File: src/rtl/mem_arbiter_pkg.sv
// Shared command encodings, ownership type and sizing helpers for the
// two-master RAM arbiter.
package mem_pkg;

  localparam logic [1:0] MNONE  = 2'b00;
  localparam logic [1:0] MREAD  = 2'b01;
  localparam logic [1:0] MWRITE = 2'b10;

  localparam int AW_DEF = 9;
  localparam int DW_DEF = 16;

  typedef enum logic [1:0] {
    OWN_NONE = 2'b00,
    OWN_M0   = 2'b01,
    OWN_M1   = 2'b10
  } owner_t;

  // Width of the burst counter; it only ever has to hold MAX_BURST-1.
  function automatic int burst_w(input int max_burst);
    return (max_burst > 1) ? $clog2(max_burst) : 1;
  endfunction

  function automatic logic req_valid(input logic req, input logic [1:0] cmd);
    return req && (cmd != MNONE);
  endfunction

endpackage

File: src/rtl/mem_arbiter_rr_pick.sv
// Combinational two-way winner select: the current owner keeps the RAM for a
// bounded burst, otherwise the master that did not win last time goes next.
module rr_pick
  import mem_pkg::*;
#(
  parameter int MAX_BURST = 4,
  parameter int BCW       = burst_w(MAX_BURST)
) (
  input  logic [1:0]     valid,
  input  owner_t         owner,
  input  logic [BCW-1:0] burst_cnt,
  input  logic           last_winner,
  output logic [1:0]     grant
);

  localparam logic [BCW-1:0] BURST_LIM = BCW'(MAX_BURST - 1);

  // Owner may continue only while its burst has room left.
  always_comb begin
    grant = 2'b00;
    case (valid)
      2'b01: grant = 2'b01;
      2'b10: grant = 2'b10;
      2'b11: begin
        if ((owner == OWN_M0) && (burst_cnt < BURST_LIM)) begin
          grant = 2'b01;
        end else if ((owner == OWN_M1) && (burst_cnt < BURST_LIM)) begin
          grant = 2'b10;
        end else if (last_winner) begin
          grant = 2'b01;
        end else begin
          grant = 2'b10;
        end
      end
      default: grant = 2'b00;
    endcase
  end

endmodule

File: src/rtl/mem_arbiter.sv
// Round-robin/bounded-burst arbiter sharing one synchronous single-port RAM
// between two bus masters, with a registered read-valid return path.
module mem_arbiter
  import mem_pkg::*;
#(
  parameter int AW        = AW_DEF,
  parameter int DW        = DW_DEF,
  parameter int MAX_BURST = 4
) (
  input  logic          clk,
  input  logic          reset,
  input  logic          m0_req,
  input  logic [1:0]    m0_cmd,
  input  logic [AW-1:0] m0_addr,
  input  logic [DW-1:0] m0_wdata,
  output logic          m0_gnt,
  output logic          m0_rvalid,
  output logic [DW-1:0] m0_rdata,
  input  logic          m1_req,
  input  logic [1:0]    m1_cmd,
  input  logic [AW-1:0] m1_addr,
  input  logic [DW-1:0] m1_wdata,
  output logic          m1_gnt,
  output logic          m1_rvalid,
  output logic [DW-1:0] m1_rdata,
  output logic [1:0]    mem_cmd,
  output logic [AW-1:0] mem_addr,
  output logic [DW-1:0] mem_wdata,
  input  logic [DW-1:0] mem_rdata
);

  localparam int BCW = burst_w(MAX_BURST);
  localparam logic [BCW-1:0] BURST_LIM = BCW'(MAX_BURST - 1);

  logic [1:0]     valid_s;
  logic [1:0]     pick_s;
  logic [1:0]     grant_s;
  logic [1:0]     rvalid_r;
  owner_t         owner_r;
  owner_t         win_owner_s;
  logic           last_winner_r;
  logic [BCW-1:0] burst_cnt_r;
  logic [BCW-1:0] burst_nxt_s;
  logic [1:0]     cmd_s;
  logic [AW-1:0]  addr_s;
  logic [DW-1:0]  wdata_s;

  assign valid_s = {req_valid(m1_req, m1_cmd), req_valid(m0_req, m0_cmd)};

  rr_pick #(
    .MAX_BURST (MAX_BURST),
    .BCW       (BCW)
  ) u_pick (
    .valid       (valid_s),
    .owner       (owner_r),
    .burst_cnt   (burst_cnt_r),
    .last_winner (last_winner_r),
    .grant       (pick_s)
  );

  // Grants are suppressed while reset is held so the RAM sees MNONE at once.
  assign grant_s = reset ? pick_s : 2'b00;

  // Route the winning master onto the RAM bus with no added latency.
  always_comb begin
    cmd_s       = MNONE;
    addr_s      = {AW{1'b0}};
    wdata_s     = {DW{1'b0}};
    win_owner_s = OWN_NONE;
    case (grant_s)
      2'b01: begin
        cmd_s       = m0_cmd;
        addr_s      = m0_addr;
        wdata_s     = m0_wdata;
        win_owner_s = OWN_M0;
      end
      2'b10: begin
        cmd_s       = m1_cmd;
        addr_s      = m1_addr;
        wdata_s     = m1_wdata;
        win_owner_s = OWN_M1;
      end
      default: begin
        cmd_s       = MNONE;
        addr_s      = {AW{1'b0}};
        wdata_s     = {DW{1'b0}};
        win_owner_s = OWN_NONE;
      end
    endcase
  end

  // Saturating burst count for a repeat winner, restart on a change of owner.
  always_comb begin
    burst_nxt_s = {BCW{1'b0}};
    if (win_owner_s == owner_r) begin
      if (burst_cnt_r < BURST_LIM) begin
        burst_nxt_s = burst_cnt_r + BCW'(1);
      end else begin
        burst_nxt_s = BURST_LIM;
      end
    end else begin
      burst_nxt_s = {BCW{1'b0}};
    end
  end

  // Arbitration history and the one-cycle read-valid pipeline.
  always_ff @(posedge clk or negedge reset) begin
    if (!reset) begin
      owner_r       <= OWN_NONE;
      last_winner_r <= 1'b1;
      burst_cnt_r   <= {BCW{1'b0}};
      rvalid_r      <= 2'b00;
    end else begin
      if (grant_s != 2'b00) begin
        owner_r       <= win_owner_s;
        last_winner_r <= grant_s[1];
        burst_cnt_r   <= burst_nxt_s;
      end else begin
        owner_r     <= OWN_NONE;
        burst_cnt_r <= {BCW{1'b0}};
      end
      rvalid_r <= (cmd_s == MREAD) ? grant_s : 2'b00;
    end
  end

  assign mem_cmd   = cmd_s;
  assign mem_addr  = addr_s;
  assign mem_wdata = wdata_s;

  assign m0_gnt    = grant_s[0];
  assign m1_gnt    = grant_s[1];
  assign m0_rvalid = rvalid_r[0];
  assign m1_rvalid = rvalid_r[1];
  assign m0_rdata  = rvalid_r[0] ? mem_rdata : {DW{1'b0}};
  assign m1_rdata  = rvalid_r[1] ? mem_rdata : {DW{1'b0}};

endmodule

File: config.mk
export PLATFORM = sky130hd
export DESIGN_NAME = mem_arbiter
export DESIGN_NICKNAME = d
export VERILOG_FILES = /design/src/rtl/mem_arbiter_pkg.sv /design/src/rtl/mem_arbiter_rr_pick.sv /design/src/rtl/mem_arbiter.sv
export SDC_FILE = /design/constraint.sdc
export NUM_CORES = 1
export LEC_CHECK = 0
export CORE_ASPECT_RATIO = 0.7
export CORE_MARGIN = 5
export CORE_UTILIZATION = 27
export CTS_CLUSTER_DIAMETER = 200
export DETAILED_ROUTE_END_ITERATION = 8
export GPL_TIMING_DRIVEN = 0
export PLACE_DENSITY_LB_ADDON = 0.15
export REMOVE_ABC_BUFFERS = 1
export SETUP_SLACK_MARGIN = 0.5
export SLEW_MARGIN = 5
export SYNTH_ARGS = -nofsm -noshare
export SYNTH_HDL_FRONTEND = slang
export SYNTH_SLANG_ARGS = --single-unit
File: constraint.sdc
create_clock -name clk -period 3.5 [get_ports clk]
set_clock_uncertainty 0.05 [all_clocks]
set_input_delay 0.7 -clock clk [delete_from_list [all_inputs] [get_ports clk]]
set_output_delay 0.7 -clock clk [all_outputs]
set_load 0.02 [all_outputs]
==> out/qor.yml, run 1 <==
global_route:
  track_usage: 0.2118
  grt_max_degree: 18
  first_global_vias: 1643
  antenna_found_initial: 0
  overflow: 0
  grt_pass1_wl_mm: 8.583
sta:
  finalSetupViolations: 0
  slew_viol_final: 0
  hold_slack_ps: 247.8
  finalCritPeriodShare: 0.8786
  setup_tns_ps: 0
  setup_slack_ps: 424.8
  tightest_slew_ps: 469.5
  rsz0062_at_grt: "yes"
  max_freq_mhz: 325.2
  timing.final.hold_violations: 0
  min_period_ps: 3075
  timing.slew.headroom: 0.6789
floorplanning:
  ioPinCount: 137
  core_area_mm2: 0.003626
  dieArea_mm2: 0.005239
  start_util: 0.2885
  die_w_um: 84.40
  die_h_um: 62.08
  rows: 18
route:
  vias: 1750
  ant_nets: 0
  routed_wl_mm: 7.071
  dr.pass1.iters: 4
  drc: 0
  detail_route.wl_per_cell_um: 20.38
  drt-vias-per-instance: 5.043
  drt-initial-drc-count: 93
worst_setup_path:
  cp.required_ps: 2750
  crit_type: "flop to output pin"
  cp_common_cell: "buf_4"
  crit_start: "last_winner_r$_DFFE_PN1P_"
  critPathLaunchType: "flop"
  arrival_ps: 2330
  cp_max_fo: 7
  rr_endpoint: "burst_cnt_r[0]$_DFF_PN0_"
  path_cells: "inv_1, a31oi_1, o31ai_4, buf_4, ha_4, buf_12, buf_8, nor2b_1, buf_4"
  cp_slowest_stage_delay_ps: 590
  reg2reg_setup_slack_ps: 960
  cpMaxStageDelayCell: "dfstp_2"
  r2r_cells: 9
  worstSetupEndpoint: "mem_wdata[9]"
  cp-end-kind: "output pin"
  r2r-start: "burst_cnt_r[0]$_DFF_PN0_"
power:
  pwr-share-comb: 0.624
  p_leak_nw: 1.214
  swShare: 0.3226
  ir_drop_mv: 0.2243
  p_switching_uw: 178.8
  clkPwrFrac: 0.203
  powerDensity_mw_per_mm2: 176.0
  p_seq_frac: 0.172
  p_int_uw: 375.4
clock_network:
  tritoncts: "built"
  cts_hold_buffers: 0
  cts_num_sinks: 7
  root_buffer: "clkbuf_8"
  clockBufferDepth: 2
  cts-htree-levels: 1
  cts_buffers: 3
  insertion_delay_ps: 220
  path_clk_slew_ps: 40
yosys:
  yosys.area.top_type: "a22oi_1"
  ys_seq_area_frac: 0.1687
  avgSynthCellArea_um2: 7.635
  ys_warn_count: 0
  syn_inst: 137
  synth-seq-cells: 7
  netlist_area_mm2: 0.001046
  ys_top_cells_by_area: "a22oi_1 19%, and2_1 19%, nor2b_1 16%"
  yosysUniqueCellTypes: 24
  yosysTopAreaCellShare: 0.1938
final_layout:
  register_area_um2: 177.7
  nets: 377
  layout-drive-gt1-share: 0.4310
  fin_util: 0.8685
  n_antenna_cell: 0
  multi_input_area_mm2: 0.001120
  area_delta_synth_final_pct: 201.1
  num-fill-cells: 188
placed_design:
  pre_cts_ws_ps: -1089
  dp_hpwl_mm: 3.834
  gp_routability_congestion: 0.7863
  numPortBuffers: 136
run:
  cap_viol_max_count: 0
hold_path:
  hold_path_class: "input port to async pin"
run_status:
  status: "finished, final reports clean"
state kept, by name, indices dropped and copies added, names as in the netlist:
name           cells
rvalid_r           2
burst_cnt_r        2
last_winner_r      1
owner_r            2
metal layers:
metal  track usage  up-vias  wire [um]
met4       0.04289        0        172
met1        0.2200      806       2593
met5             0        -          0
li1              -      800          -
met2        0.4169      126       3565
met3       0.08696       18        739
power groups by stage:
stage | Combinational, mW | Sequential, mW | Clock [mW]
6_report | 0.346 | 0.0955 | 0.113
4_1_cts | 0.291 | 0.0933 | 0.116
3_3_place_gp | 0.203 | 0.0939 | 0
2_1_floorplan | 0.0811 | 0.0929 | 0
3_5_place_dp | 0.205 | 0.0942 | 0
5_1_grt | 0.360 | 0.0961 | 0.124
cell families after synthesis:
family                   Yosys count  share of synthesized area
AND/OR/NAND/NOR                   68                     0.3947
AO/OA/AOI/OAI                     38                     0.2919
buffers and inverters             17                    0.06818
flip-flops                         7                     0.1687
adder cells (fa/ha/maj)            5                    0.05981
XOR/XNOR                           2                    0.01675
per-stage QoR:
step | instance area (um^2) | cells | total power, mW
finish | 3149 | 347 | 0.5542
global route | 3149 | 347 | 0.5806
CTS | 2900 | 341 | 0.5009
detailed placement | 2425 | 313 | 0.2990
global placement | 2425 | 313 | 0.2965
floorplan | 1001 | 127 | 0.1740
layout by cell type, fill, tap and decap left out, types with 2 or more instances in the layout:
| cell | instances |
|---|---|
| ha_4 | 3 |
| inv_1 | 5 |
| buf_6 | 21 |
| a22oi_2 | 27 |
| buf_8 | 2 |
| clkbuf_8 | 3 |
| xor2_1 | 2 |
| clkdlybuf4s50_1 | 102 |
| and2_1 | 32 |
| buf_4 | 26 |
| nor2b_4 | 14 |
| buf_12 | 6 |
| nor2b_2 | 4 |
| o21ai_2 | 2 |
| buf_2 | 5 |
| nand2_1 | 2 |
| nor2b_1 | 9 |
| dfrtp_1 | 5 |
| inv_2 | 2 |
| nor2_1 | 4 |
| ha_1 | 2 |
synth_stat cells (all sizes together):
library cell   n
xor2           2
o31ai          1
a21oi          2
a31oi          1
nor2b         27
o21ai          3
o21a           1
and2          32
nor4           1
clkbuf         4
buf            6
nand2          3
a2111oi        1
a21o           1
nor2           4
ha             5
inv            7
and3           1
dfstp          1
a22oi         27
dfrtp          6
o311ai         1
how the worst min path moves through the flow:
stage,to,cells after the start
after global routing,rvalid_r[0]$_DFF_PN0_,1
final,rvalid_r[0]$_DFF_PN0_,1
after global placement,last_winner_r$_DFFE_PN1P_,2
after CTS,rvalid_r[1]$_DFF_PN0_,1
after detailed placement,last_winner_r$_DFFE_PN1P_,2
after floorplan,burst_cnt_r[0]$_DFF_PN0_,0
cell type report:
class	instances	area share
inverters	7	0.008343
multi-input cells	113	0.3556
repair buffers	166	0.5455
clock buffers	4	0.01430
flip-flops and latches	7	0.05642
well taps	50	0.01986
repair_timing:
item / 4_1_cts / 5_1_grt
gates cloned: 2 / 1
setup endpoints to repair: 33 / 28
gates resized for setup: 215 / 49
buffers inserted: 22 / 5
pin swaps: 9 / 18
worst max-delay path, delay by kind of cell, from the launching register on:
kind                     cells  cell delay (ps)
flip-flops                   1              590
adder cells (fa/ha/maj)      1              280
AND/OR/NAND/NOR              1              190
buffers and inverters        5              640
AO/OA/AOI/OAI                2              400
Note: power is estimated with default switching activity, not from simulation.
==> run 2, diff against run 1 <==
--- a/config.mk
+++ b/config.mk
@@ -12,7 +12,6 @@
 export DETAILED_ROUTE_END_ITERATION = 8
 export GPL_TIMING_DRIVEN = 0
 export PLACE_DENSITY_LB_ADDON = 0.15
-export REMOVE_ABC_BUFFERS = 1
 export SETUP_SLACK_MARGIN = 0.5
 export SLEW_MARGIN = 5
 export SYNTH_ARGS = -nofsm -noshare
==> constraint.sdc (replaced) <==
create_clock -name clk -period 3.8 [get_ports clk]
set_clock_uncertainty 0.05 [all_clocks]
set_input_delay 0.76 -clock clk [delete_from_list [all_inputs] [get_ports clk]]
set_output_delay 0.76 -clock clk [all_outputs]
set_load 0.02 [all_outputs]
==> run 2 against run 1 <==
Effect of this change:
- sequential share of layout area grew 0.68 points
- highest routed layer unchanged
- worst setup slack better by 140 ps
- sequential power decreased by 9.6%
- register-to-register slack improved by 640 ps
- utilization decreased by 9.9 points
- power decreased by 22%
- critical path depth grew 2
- first-iteration DRC count is 40% lower
- non-clock buffer count down 9
==> out/qor.yml, run 2 (synthesis results as in run 1) <==
placed_design:
  gp_routability_congestion: 0.8058
  pre_cts_ws_ps: -456.9
  dp_hpwl_mm: 4.316
  numPortBuffers: 136
worst_setup_path:
  cp_common_cell: "buf_4"
  path_cells: "dlygate4sd2_1, o21ai_2, o31ai_2, buf_4, inv_2, ha_4, buf_6, buf_8, a22oi_2, nor2b_1, buf_4"
  cp.required_ps: 2990
  arrival_ps: 2430
  r2r-start: "owner_r[0]$_DFF_PN0_"
  crit_type: "input port to output pin"
  cp_max_fo: 10
  cp_slowest_stage_delay_ps: 260
  critPathLaunchType: "input port"
  rr_endpoint: "burst_cnt_r[0]$_DFF_PN0_"
  cp-end-kind: "output pin"
  r2r_cells: 8
  cpMaxStageDelayCell: "dlygate4sd2_1"
  reg2reg_setup_slack_ps: 1600
route:
  detail_route.wl_per_cell_um: 17.05
  drc: 0
  routed_wl_mm: 5.764
  dr.pass1.iters: 4
  drt-initial-drc-count: 56
  ant_nets: 0
  drt-vias-per-instance: 4.633
  vias: 1566
final_layout:
  layout-drive-gt1-share: 0.2986
  layout_common_cells: "102 x clkdlybuf4s50_1, 32 x and2_1, 27 x nor2b_1, 26 x buf_4, 20 x a22oi_2"
  n_antenna_cell: 0
  fin_util: 0.7695
  final_common_cell: "clkdlybuf4s50_1"
  area_delta_synth_final_pct: 166.7
  reg.largest.list: "burst_cnt_r x2, owner_r x2, rvalid_r x2"
  nets: 368
sta:
  timing.final.hold_violations: 0
  rsz0062_at_grt: "no"
  setup_slack_ps: 563.3
  setup_tns_ps: 0
  finalCritPeriodShare: 0.8518
  tightest_slew_ps: 351.6
  timing.slew.headroom: 0.7595
  min_period_ps: 3237
  max_freq_mhz: 309.0
  finalSetupViolations: 0
  slew_viol_final: 0
global_route:
  track_usage: 0.1959
  overflow: 0
  antenna_found_initial: 0
  first_global_vias: 1505
  grt_max_degree: 11
  grt_pass1_wl_mm: 8.107
yosys:
  syn-num-nets: 216
power:
  clkPwrFrac: 0.246
  p_switching_uw: 135.4
  p_leak_nw: 1.084
  p_total_uw: 432.9
  swShare: 0.3127
  pwr-share-comb: 0.554
  p_int_uw: 297.6
  ir_drop_mv: 0.2358
  powerDensity_mw_per_mm2: 155.2
  p_seq_frac: 0.199
floorplanning:
  rows: 18
  ioPinCount: 137
  core_area_mm2: 0.003626
  dieArea_mm2: 0.005239
  die_h_um: 62.08
  die_w_um: 84.40
  start_util: 0.2885
clock_network:
  cts-htree-levels: 1
  cts_num_sinks: 7
  insertion_delay_ps: 230
  path_clk_slew_ps: 50
  cts_hold_buffers: 0
  clockBufferDepth: 2
  tritoncts: "built"
  cts_buffers: 3
  root_buffer: "clkbuf_8"
run_status:
  status: "finished, final reports clean"
hold_path:
  hold_path_class: "input port to async pin"
run:
  cap_viol_max_count: 0
[run 2: changes by cell type in the layout (fill, tap and decap cells not counted), moves of 5 or more]
cell / before / now
nor2b_4: 14 / 0
a22oi_1: 0 / 7
buf_6: 21 / 2
a22oi_2: 27 / 20
nor2b_1: 9 / 27
buf_12: 6 / 1
[run 2: power groups by stage]
stage | clock [mW] | sequential (mW) | combinational, mW
floorplan | 0 | 0.0854 | 0.0781
global placement | 0 | 0.0861 | 0.190
detailed placement | 0 | 0.0864 | 0.192
CTS | 0.106 | 0.0857 | 0.230
global route | 0.111 | 0.0867 | 0.255
finish | 0.107 | 0.0863 | 0.240
[run 2: repair_timing]
item                                    CTS  global route
gates cloned                              2             1
setup buffers                             7             1
pin swaps                                 4             2
gates resized for setup                 181            12
endpoints found under the setup margin   29            27
[run 2: layer usage]
layer,vias to the layer above,part of all wire,GRT usage
li1,776,-,-
met1,716,0.43,0.2451
met2,72,0.50,0.3584
met3,2,0.069,0.05534
met4,0,0.0021,0.01806
met5,-,0,0
[run 2: worst max-delay path by stage]
stage	slack, ps	from	endpoint	cells after the start
after floorplan	580	m0_cmd[0]	mem_addr[0]	8
after detailed placement	-460	reset	mem_cmd[1]	8
after CTS	500	m0_cmd[1]	mem_wdata[8]	12
after global placement	-470	reset	mem_wdata[9]	8
final	560	m1_cmd[1]	mem_wdata[6]	11
after global routing	500	m1_cmd[0]	mem_wdata[12]	10
[run 2: critical path, delay by kind of cell]
family / cells / cell delay [ps]
AOI/OAI and AO/OA: 3 / 450
buffers and inverters: 6 / 970
and+or+nand+nor: 1 / 70
adders and majority gates: 1 / 170
[run 2: through the flow]
| stage | area [um^2] | cells | hold WS (ps) |
|---|---|---|---|
| 3_5_place_dp | 2470 | 323 | 442.8 |
| 3_3_place_gp | 2470 | 323 | 436.2 |
| 4_1_cts | 2744 | 336 | 434.9 |
| 5_1_grt | 2790 | 338 | 329.0 |
| 6_report | 2790 | 338 | 323.6 |
| 2_1_floorplan | 1046 | 137 | 414.4 |
[run 2: area by class of cell]
cell class,count,area (um^2)
clock inverters,1,5.005
repair buffers,147,1408
fillers,271,835.8
flip-flops and latches,7,176.4
clock buffers,3,41.29
plain buffers,10,117.6
multi-input cells,113,953.4
inverters,7,26.28
well taps,50,62.56
